<file path="config.mk">
export PLATFORM = sky130hd
export DESIGN_NAME = video_stream_source
export DESIGN_NICKNAME = d
export VERILOG_FILES = /design/src/rtl/vsrc_pkg.sv /design/src/rtl/vsrc_fifo.sv /design/src/rtl/video_stream_source.sv
export SDC_FILE = /design/constraint.sdc
export NUM_CORES = 2
export LEC_CHECK = 0
export CAP_MARGIN = 40
export CORE_MARGIN = 3
export CORE_UTILIZATION = 30
export CTS_BUF_LIST = sky130_fd_sc_hd__clkbuf_8
export DETAILED_ROUTE_END_ITERATION = 6
export PLACE_DENSITY_LB_ADDON = 0.12
export RECOVER_POWER = 25
export SYNTH_ARGS = -nofsm -noshare
export SYNTH_HDL_FRONTEND = slang
export SYNTH_SLANG_ARGS = --single-unit
export TNS_END_PERCENT = 50
</file>
<file path="constraint.sdc">
create_clock -name m_axis_vid_aclk -period 6.42 [get_ports m_axis_vid_aclk]
set_input_delay 0.963 -clock m_axis_vid_aclk [delete_from_list [all_inputs] [get_ports m_axis_vid_aclk]]
set_output_delay 0.963 -clock m_axis_vid_aclk [all_outputs]
set_load 0.03 [all_outputs]
</file>
<file path="src/rtl/vsrc_pkg.sv">
// Shared types and helpers for the framebuffer scan-out reader.
package vsrc_pkg;

    // Request-side FSM states.
    typedef enum logic [1:0] {
        ST_IDLE  = 2'd0,
        ST_REQ   = 2'd1,
        ST_DRAIN = 2'd2
    } vsrc_state_e;

    // DDR bursts must not cross this byte boundary.
    localparam int unsigned PAGE_BYTES = 4096;
    localparam int unsigned PAGE_SHIFT = 12;
    localparam int unsigned PAGE_WORDS = PAGE_BYTES / 4;

    // Burst beat count needs to represent 1..16.
    localparam int unsigned BEATS_W = 5;

    // Beats for the next burst: the smallest of the words left in the line,
    // the burst cap, and the words left before the next page boundary.
    function automatic logic [BEATS_W-1:0] burst_beats(
        input logic [31:0]        words_left,
        input logic [9:0]         page_word_off,
        input logic [BEATS_W-1:0] max_burst
    );
        logic [31:0]        to_page;
        logic [BEATS_W-1:0] beats;
        to_page = PAGE_WORDS - {22'd0, page_word_off};
        beats   = max_burst;
        if (words_left < 32'(beats)) begin
            beats = words_left[BEATS_W-1:0];
        end
        if (to_page < 32'(beats)) begin
            beats = to_page[BEATS_W-1:0];
        end
        return beats;
    endfunction

endpackage

</file>
<file path="src/rtl/vsrc_fifo.sv">
// Synchronous single-clock FIFO with occupancy count and combinational read port.
module vsrc_fifo #(
    parameter int unsigned WIDTH = 32,
    parameter int unsigned DEPTH = 64
) (
    input  logic                     m_axis_vid_aclk,
    input  logic                     areset,
    input  logic                     wr_en,
    input  logic [WIDTH-1:0]         wr_data,
    input  logic                     rd_en,
    output logic [WIDTH-1:0]         rd_data,
    output logic                     empty,
    output logic [$clog2(DEPTH):0]   count
);
    localparam int unsigned PTR_W = $clog2(DEPTH);
    localparam int unsigned CNT_W = PTR_W + 1;

    logic [WIDTH-1:0] mem [DEPTH];
    logic [PTR_W-1:0] wr_ptr_q;
    logic [PTR_W-1:0] rd_ptr_q;
    logic [CNT_W-1:0] count_q;
    logic             full;

    // Storage write.
    // NOTE: the storage array has no reset; only pointers and count do, so an
    // empty FIFO never exposes stale words and the array maps onto RAM cells.
    always_ff @(posedge m_axis_vid_aclk) begin
        if (wr_en) begin
            mem[wr_ptr_q] <= wr_data;
        end
    end

    // Pointer and occupancy bookkeeping.
    // NOTE: sequential state uses non-blocking assignments so every register
    // samples values from before the edge, independent of statement order.
    always_ff @(posedge m_axis_vid_aclk) begin
        if (areset) begin
            wr_ptr_q <= '0;
            rd_ptr_q <= '0;
            count_q  <= '0;
        end else begin
            if (wr_en) begin
                wr_ptr_q <= wr_ptr_q + PTR_W'(1);
            end
            if (rd_en) begin
                rd_ptr_q <= rd_ptr_q + PTR_W'(1);
            end
            count_q <= count_q + CNT_W'(wr_en) - CNT_W'(rd_en);
        end
    end

    assign rd_data = mem[rd_ptr_q];
    assign empty   = (count_q == '0);
    assign full    = (count_q == CNT_W'(DEPTH));
    assign count   = count_q;

    // The credit scheme upstream makes both of these unreachable.
    a_no_overflow:  assert property (@(posedge m_axis_vid_aclk) disable iff (areset) !(wr_en && full));
    a_no_underflow: assert property (@(posedge m_axis_vid_aclk) disable iff (areset) !(rd_en && empty));

endmodule

</file>
<file path="src/rtl/video_stream_source.sv">
// Framebuffer scan-out reader: issues page-safe DDR bursts under a credit
// limit, buffers the returned words and emits them as an AXI4-Stream video
// stream with SOF on tuser and end-of-line on tlast.
module video_stream_source
    import vsrc_pkg::*;
#(
    parameter int unsigned ADDR_W     = 32,
    parameter int unsigned MAX_BURST  = 16,
    parameter int unsigned FIFO_DEPTH = 64,
    parameter int unsigned DIM_W      = 12
) (
    input  logic              m_axis_vid_aclk,
    input  logic              areset,
    input  logic              enable,
    input  logic [ADDR_W-1:0] fb_base,
    input  logic [DIM_W-1:0]  line_words,
    input  logic [ADDR_W-1:0] line_pitch,
    input  logic [DIM_W-1:0]  num_lines,
    output logic              rd_req_valid,
    input  logic              rd_req_ready,
    output logic [ADDR_W-1:0] rd_req_addr,
    output logic [3:0]        rd_req_len,
    input  logic              rd_data_valid,
    input  logic [31:0]       rd_data,
    output logic [31:0]       m_axis_vid_tdata,
    output logic              m_axis_vid_tvalid,
    input  logic              m_axis_vid_tready,
    output logic              m_axis_vid_tlast,
    output logic              m_axis_vid_tuser,
    output logic              frame_busy
);
    localparam int unsigned       CNT_W     = $clog2(FIFO_DEPTH) + 1;
    localparam logic [ADDR_W-1:0] WORD_MASK = ~ADDR_W'(3);

    vsrc_state_e        state_q;
    vsrc_state_e        state_d;

    logic               cfg_ok;
    logic               latch_cfg;
    logic               req_fire;
    logic               line_end_burst;
    logic               last_burst;
    logic               credit_ok;
    logic               pop;
    logic               frame_done;
    logic [BEATS_W-1:0] beats;

    // Request-side shadow configuration and walk state.
    logic [ADDR_W-1:0]  pitch_q;
    logic [ADDR_W-1:0]  line_addr_q;
    logic [ADDR_W-1:0]  cur_addr_q;
    logic [DIM_W-1:0]   line_words_q;
    logic [DIM_W-1:0]   num_lines_q;
    logic [DIM_W-1:0]   words_left_q;
    logic [DIM_W-1:0]   lines_left_q;

    // Free FIFO slots not yet promised to an accepted request.
    logic [CNT_W-1:0]   credit_q;

    // One-stage register between the memory port and the FIFO.
    logic               beat_valid_q;
    logic [31:0]        beat_data_q;

    logic               fifo_empty;
    logic [CNT_W-1:0]   fifo_count;

    // Pop-side position within the frame.
    logic [DIM_W-1:0]   out_word_q;
    logic [DIM_W-1:0]   out_line_q;

    assign cfg_ok = enable && (line_words != '0) && (num_lines != '0);

    // Burst size depends only on walk state, so it holds while a request stalls.
    assign beats          = burst_beats(32'(words_left_q), cur_addr_q[PAGE_SHIFT-1:2], BEATS_W'(MAX_BURST));
    assign credit_ok      = (credit_q >= CNT_W'(beats));
    assign req_fire       = rd_req_valid && rd_req_ready;
    assign line_end_burst = (DIM_W'(beats) == words_left_q);
    assign last_burst     = line_end_burst && (lines_left_q == DIM_W'(1));

    assign rd_req_addr = cur_addr_q;
    assign rd_req_len  = 4'(beats - BEATS_W'(1));

    // State register.
    always_ff @(posedge m_axis_vid_aclk) begin
        if (areset) begin
            state_q <= ST_IDLE;
        end else begin
            state_q <= state_d;
        end
    end

    // Next-state logic.
    // NOTE: every combinational output gets a default before the case so no
    // path leaves it unassigned and no latch is inferred.
    always_comb begin
        state_d = state_q;
        unique case (state_q)
            ST_IDLE:  if (cfg_ok)                  state_d = ST_REQ;
            ST_REQ:   if (req_fire && last_burst)  state_d = ST_DRAIN;
            ST_DRAIN: if (frame_done)              state_d = ST_IDLE;
            default:                               state_d = ST_IDLE;
        endcase
    end

    // FSM outputs.
    always_comb begin
        rd_req_valid = 1'b0;
        frame_busy   = 1'b0;
        latch_cfg    = 1'b0;
        unique case (state_q)
            ST_IDLE: begin
                latch_cfg = cfg_ok;
            end
            ST_REQ: begin
                frame_busy   = 1'b1;
                rd_req_valid = credit_ok;
            end
            ST_DRAIN: begin
                frame_busy = 1'b1;
            end
            default: begin
                frame_busy = 1'b0;
            end
        endcase
    end

    // Config latch and address walk: line starts accumulate the pitch,
    // bursts within a line advance by their byte length.
    always_ff @(posedge m_axis_vid_aclk) begin
        if (areset) begin
            pitch_q      <= '0;
            line_addr_q  <= '0;
            cur_addr_q   <= '0;
            line_words_q <= '0;
            num_lines_q  <= '0;
            words_left_q <= '0;
            lines_left_q <= '0;
        end else if (latch_cfg) begin
            pitch_q      <= line_pitch & WORD_MASK;
            line_addr_q  <= fb_base & WORD_MASK;
            cur_addr_q   <= fb_base & WORD_MASK;
            line_words_q <= line_words;
            num_lines_q  <= num_lines;
            words_left_q <= line_words;
            lines_left_q <= num_lines;
        end else if (req_fire) begin
            if (line_end_burst) begin
                line_addr_q  <= line_addr_q + pitch_q;
                cur_addr_q   <= line_addr_q + pitch_q;
                words_left_q <= line_words_q;
                lines_left_q <= lines_left_q - DIM_W'(1);
            end else begin
                cur_addr_q   <= cur_addr_q + ADDR_W'({beats, 2'b00});
                words_left_q <= words_left_q - DIM_W'(beats);
            end
        end
    end

    // Credit: debit a whole burst on acceptance, return one per popped word.
    always_ff @(posedge m_axis_vid_aclk) begin
        if (areset) begin
            credit_q <= CNT_W'(FIFO_DEPTH);
        end else begin
            credit_q <= credit_q
                      - (req_fire ? CNT_W'(beats) : CNT_W'(0))
                      + (pop      ? CNT_W'(1)     : CNT_W'(0));
        end
    end

    // Register returning beats before they enter the FIFO.
    always_ff @(posedge m_axis_vid_aclk) begin
        if (areset) begin
            beat_valid_q <= 1'b0;
            beat_data_q  <= '0;
        end else begin
            beat_valid_q <= rd_data_valid;
            beat_data_q  <= rd_data;
        end
    end

    vsrc_fifo #(
        .WIDTH (32),
        .DEPTH (FIFO_DEPTH)
    ) u_fifo (
        .m_axis_vid_aclk (m_axis_vid_aclk),
        .areset          (areset),
        .wr_en           (beat_valid_q),
        .wr_data         (beat_data_q),
        .rd_en           (pop),
        .rd_data         (m_axis_vid_tdata),
        .empty           (fifo_empty),
        .count           (fifo_count)
    );

    assign m_axis_vid_tvalid = !fifo_empty;
    assign pop               = m_axis_vid_tvalid && m_axis_vid_tready;
    assign m_axis_vid_tlast  = m_axis_vid_tvalid && (out_word_q == line_words_q - DIM_W'(1));
    assign m_axis_vid_tuser  = m_axis_vid_tvalid && (out_word_q == '0) && (out_line_q == '0);
    assign frame_done        = pop && m_axis_vid_tlast && (out_line_q == num_lines_q - DIM_W'(1));

    // Pop-side word/line counters; they move only on a stream handshake.
    always_ff @(posedge m_axis_vid_aclk) begin
        if (areset) begin
            out_word_q <= '0;
            out_line_q <= '0;
        end else if (latch_cfg) begin
            out_word_q <= '0;
            out_line_q <= '0;
        end else if (pop) begin
            if (m_axis_vid_tlast) begin
                out_word_q <= '0;
                out_line_q <= frame_done ? '0 : out_line_q + DIM_W'(1);
            end else begin
                out_word_q <= out_word_q + DIM_W'(1);
            end
        end
    end

    // Credits plus everything buffered can never exceed the FIFO size.
    a_credit_bound: assert property (@(posedge m_axis_vid_aclk) disable iff (areset)
        (32'(credit_q) + 32'(fifo_count) + 32'(beat_valid_q) <= FIFO_DEPTH));

endmodule

</file>
==> run_results.csv <==
group,metric,value,unit
placed_design,place_hpwl,163.7,mm
detailed_routing,post-route-drc-count,0,
logic_synthesis,synth_cell_type_count,93,
grt,grt_usage,17.39,%
placed_design,dpl_cell_area,0.1011,mm^2
sta,timing.final.crit_share,94.87,%
power,power,0.03774,W
critical_path,crit_fanout,6,
final_layout,utilization,35.66,%
detailed_routing,wl_met3,16.55,mm
logic_synthesis,synthesis.instances,4745,
detailed_routing,viasPerCell,4.975,
detailed_routing,drtIter0Drc,3919,
detailed_routing,wl_met2,129.9,mm
logic_synthesis,yosysTopAreaCell,"edfxtp_1",
floorplanning,die_h,558.9,um
final_layout,layout.nets,5524,
logic_synthesis,ys.flop_type,"edfxtp_1",
hold_path,hold-path-endpoint,"beat_data_q[9]",
detailed_routing,met1_length,119.9,mm
placed_design,portBuffers,194,
critical_path,ff2ff_setup_slack,580,ps
logic_synthesis,ys_async_sr_fraction,0,%
grt,grt_max_degree,151,
grt,grt.overflow.total,0,
floorplanning,start_util,30.21,%
critical_path,reg2reg_to,"credit_q[6]",
detailed_routing,drt_pass1_iterations,5,
final_layout,area_delta_synth_final,18.05,%
final_layout,postLayoutCellArea,0.1083,mm^2
floorplanning,io_pins,199,
sta,drv_slew,945,
floorplanning,die_area,0.3123,mm^2
sta,tightest_slew,2347,ps
grt,antenna_found_initial,20,
logic_synthesis,synth_edf_count,2048,
hold_path,hp-start,"areset",
clock_tree,insertion_delay,1030,ps
grt,grt_first_pass_wirelength,388.4,mm
critical_path,crit_path_start_kind,"flop",
critical_path,slowest_stage,"dfxtp_1",
final_layout,drive_gt1_share,26.75,%
run_status,violations,"max-capacitance violations, max-slew violations",
sta,period_needed,6091,ps
power,peakVddDrop,0.2018,mV
critical_path,arrival,5130,ps
run_status,status,"finished with violations",
sta,relSlewSlack,-56.50,%
power,leakage,34.03,nW
flow_run,drv_cap,19,
hold_path,hp-class,"input port to flop",
clock_tree,cts_buffers,406,
floorplanning,num_rows,202,
clock_tree,root_buffer,"clkbuf_8",
critical_path,r2r_start,"words_left_q[4]",
detailed_routing,dr.max_layer_used,"met4",
sta,tns,0,ps
power,power_density,348.6,mW/mm^2
logic_synthesis,synth-seq-area-share,72.11,%
critical_path,cp_num_buf_inv,4,
critical_path,end_kind,"primary output",
clock_tree,h-tree-depth,5,
detailed_routing,routed_wl,274.3,mm
clock_tree,clk_pin_slew_worst_paths,60,ps
detailed_routing,vias,48630,
sta,timing.fmax,164.2,MHz
critical_path,cpPeakStageDelay,350,ps
hold_path,hold_depth,2,
critical_path,worstSetupPathType,"flop to primary output",
floorplanning,fp.dieW,558.9,um
sta,hold_ws,381.3,ps
placed_design,gp_congestion,0.7958,
critical_path,reg2reg_depth,33,
logic_synthesis,syn_area_per_cell,19.33,um^2
logic_synthesis,syn_area,0.09170,mm^2
critical_path,worstPathCellList,"nor4_2 > buf_4 > nand2_1 > inv_2 > nand2_1 > ha_1 > nor4b_2 > nand4_1 > nand3_2 > nand2_4 > a31oi_4 > inv_2 > ha_1 > nand3_2 > a2111oi_4 > and3_1 > a31oi_1 > a221oi_2 > nor3_2 > o21ai_2 > and2_4 > buf_12",
logic_synthesis,syn_nets,4950,
clock_tree,clk_path_buf_depth,4,
logic_synthesis,synth-seq-cells,2279,
sta,skew,89.50,ps
sta,setup-violations-final,0,
logic_synthesis,yosys_warnings,0,
logic_synthesis,synthTopCellsByArea,"edfxtp_1, mux4_2, dfxtp_1",
critical_path,critPathTopFamily,"simple AND/OR/NAND/NOR gates",
grt,grt_pass1_vias,51370,
detailed_routing,wl_per_cell,28.06,um
logic_synthesis,yosysTopAreaCellShare,67.06,%
sta,final-hold-violation-count,0,
clock_tree,cts.sinks,2279,
floorplanning,core,0.3035,mm^2
critical_path,cp.required,5460,ps
detailed_routing,ant_nets,0,
clock_tree,tritoncts,"built",
## state kept, by name (all words and copies together), names as in the netlist, named ones only
signal           flops
state_q              2
u_fifo.count         7
u_fifo.rd_ptr_q      6
line_addr_q         30
out_word_q          12
u_fifo.wr_ptr_q      6
beat_data_q         32
u_fifo.mem        2048
beat_valid_q         1
num_lines_q         12
words_left_q        12
credit_q             7
rd_req_addr         32
pitch_q             30
lines_left_q        12
line_words_q        12
out_line_q          12
## how the worst max path moves through the flow
| stage | startpoint | to | slack [ps] | cells after the start |
|---|---|---|---|---|
| 3_5_place_dp | words_left_q[5] | credit_q[6] | 390 | 31 |
| 3_3_place_gp | words_left_q[5] | credit_q[6] | 340 | 31 |
| 4_1_cts | words_left_q[5] | rd_req_valid | 40 | 22 |
| 5_1_grt | words_left_q[4] | rd_req_valid | -10 | 22 |
| 6_report | words_left_q[4] | rd_req_valid | 330 | 22 |
| 2_1_floorplan | rd_req_addr[2] | credit_q[6] | 20 | 34 |
## area by class of cell
class / instances / area, um^2
clock buffers: 431 / 5932
repair buffers: 428 / 4384
inverters: 70 / 262.8
clock inverters: 302 / 1386
well taps: 4080 / 5105
diodes: 51 / 127.6
multi-input cells: 2134 / 24900
flip-flops and latches: 2279 / 66160
fillers: 28590 / 195300
## per-layer routing
| metal | up-vias | GRT usage (%) |
|---|---|---|
| met4 | 0 | 5.410 |
| met2 | 1442 | 27.92 |
| met1 | 25900 | 23.80 |
| met3 | 439 | 3.454 |
| met5 | - | 0 |
| li1 | 20840 | - |
## synthesized netlist by cell type (11+ instances only)
cell type	count
a211oi_1	27
a21o_1	18
a21oi_1	131
a311oi_1	15
a31oi_1	36
and2_1	12
and3_1	24
and4_1	11
buf_1	63
buf_2	24
clkbuf_1	172
dfxtp_1	231
edfxtp_1	2048
ha_1	76
inv_1	69
mux4_2	671
nand2_1	253
nand3_1	52
nand4_1	21
nor2_1	203
nor2b_1	45
nor3_1	48
nor4_1	25
o211ai_1	18
o21a_1	13
o21ai_0	59
o21ai_1	14
o22ai_1	16
o31ai_1	14
or3_1	21
xnor2_1	56
xor2_1	55
## power by group
group	internal (W)	switching, W
Combinational	0.00380	0.00472
Clock	0.00629	0.00607
Sequential	0.0165	0.000403
## cells in the final DEF (no fill, tap or decap), drive strengths merged, types with 56 or more instances in the layout
| cell | instances |
|---|---|
| o21ai | 75 |
| clkdlybuf4s50 | 185 |
| inv | 228 |
| edfxtp | 2048 |
| clkbuf | 456 |
| nand2 | 255 |
| clkinv | 132 |
| mux4 | 671 |
| nor2 | 206 |
| a21oi | 134 |
| ha | 76 |
| xnor2 | 56 |
| buf | 210 |
| dfxtp | 231 |
## metrics by stage
step | cells | worst slack, ps
global route | 9768 | -9.852
global placement | 8936 | 340.9
detailed placement | 8989 | 391.0
floorplan | 4745 | 15.65
CTS | 9723 | 42.50
finish | 9775 | 329.4
## cell families (layout without fill, tap and decap cells)
kind of cell / Yosys count / after routing / share of synthesized area [%]
buffers and inverters: 332 / 1231 / 1.404
flip-flops: 2279 / 2279 / 72.11
adder cells (fa/ha/maj): 80 / 80 / 1.113
AND/OR/NAND/NOR: 767 / 767 / 4.000
AO/OA/AOI/OAI: 497 / 497 / 3.745
XOR/XNOR: 111 / 111 / 1.060
multiplexers: 679 / 679 / 16.57
other: 0 / 51 / 0
## timing repair
item                       in CTS  in global routing
hold buffers                    0                  0
resized for setup               4                 17
pin swaps                       1                  6
setup buffers                   1                  1
setup endpoints to repair       1                  3
Note: power is estimated with default switching activity, not from simulation.
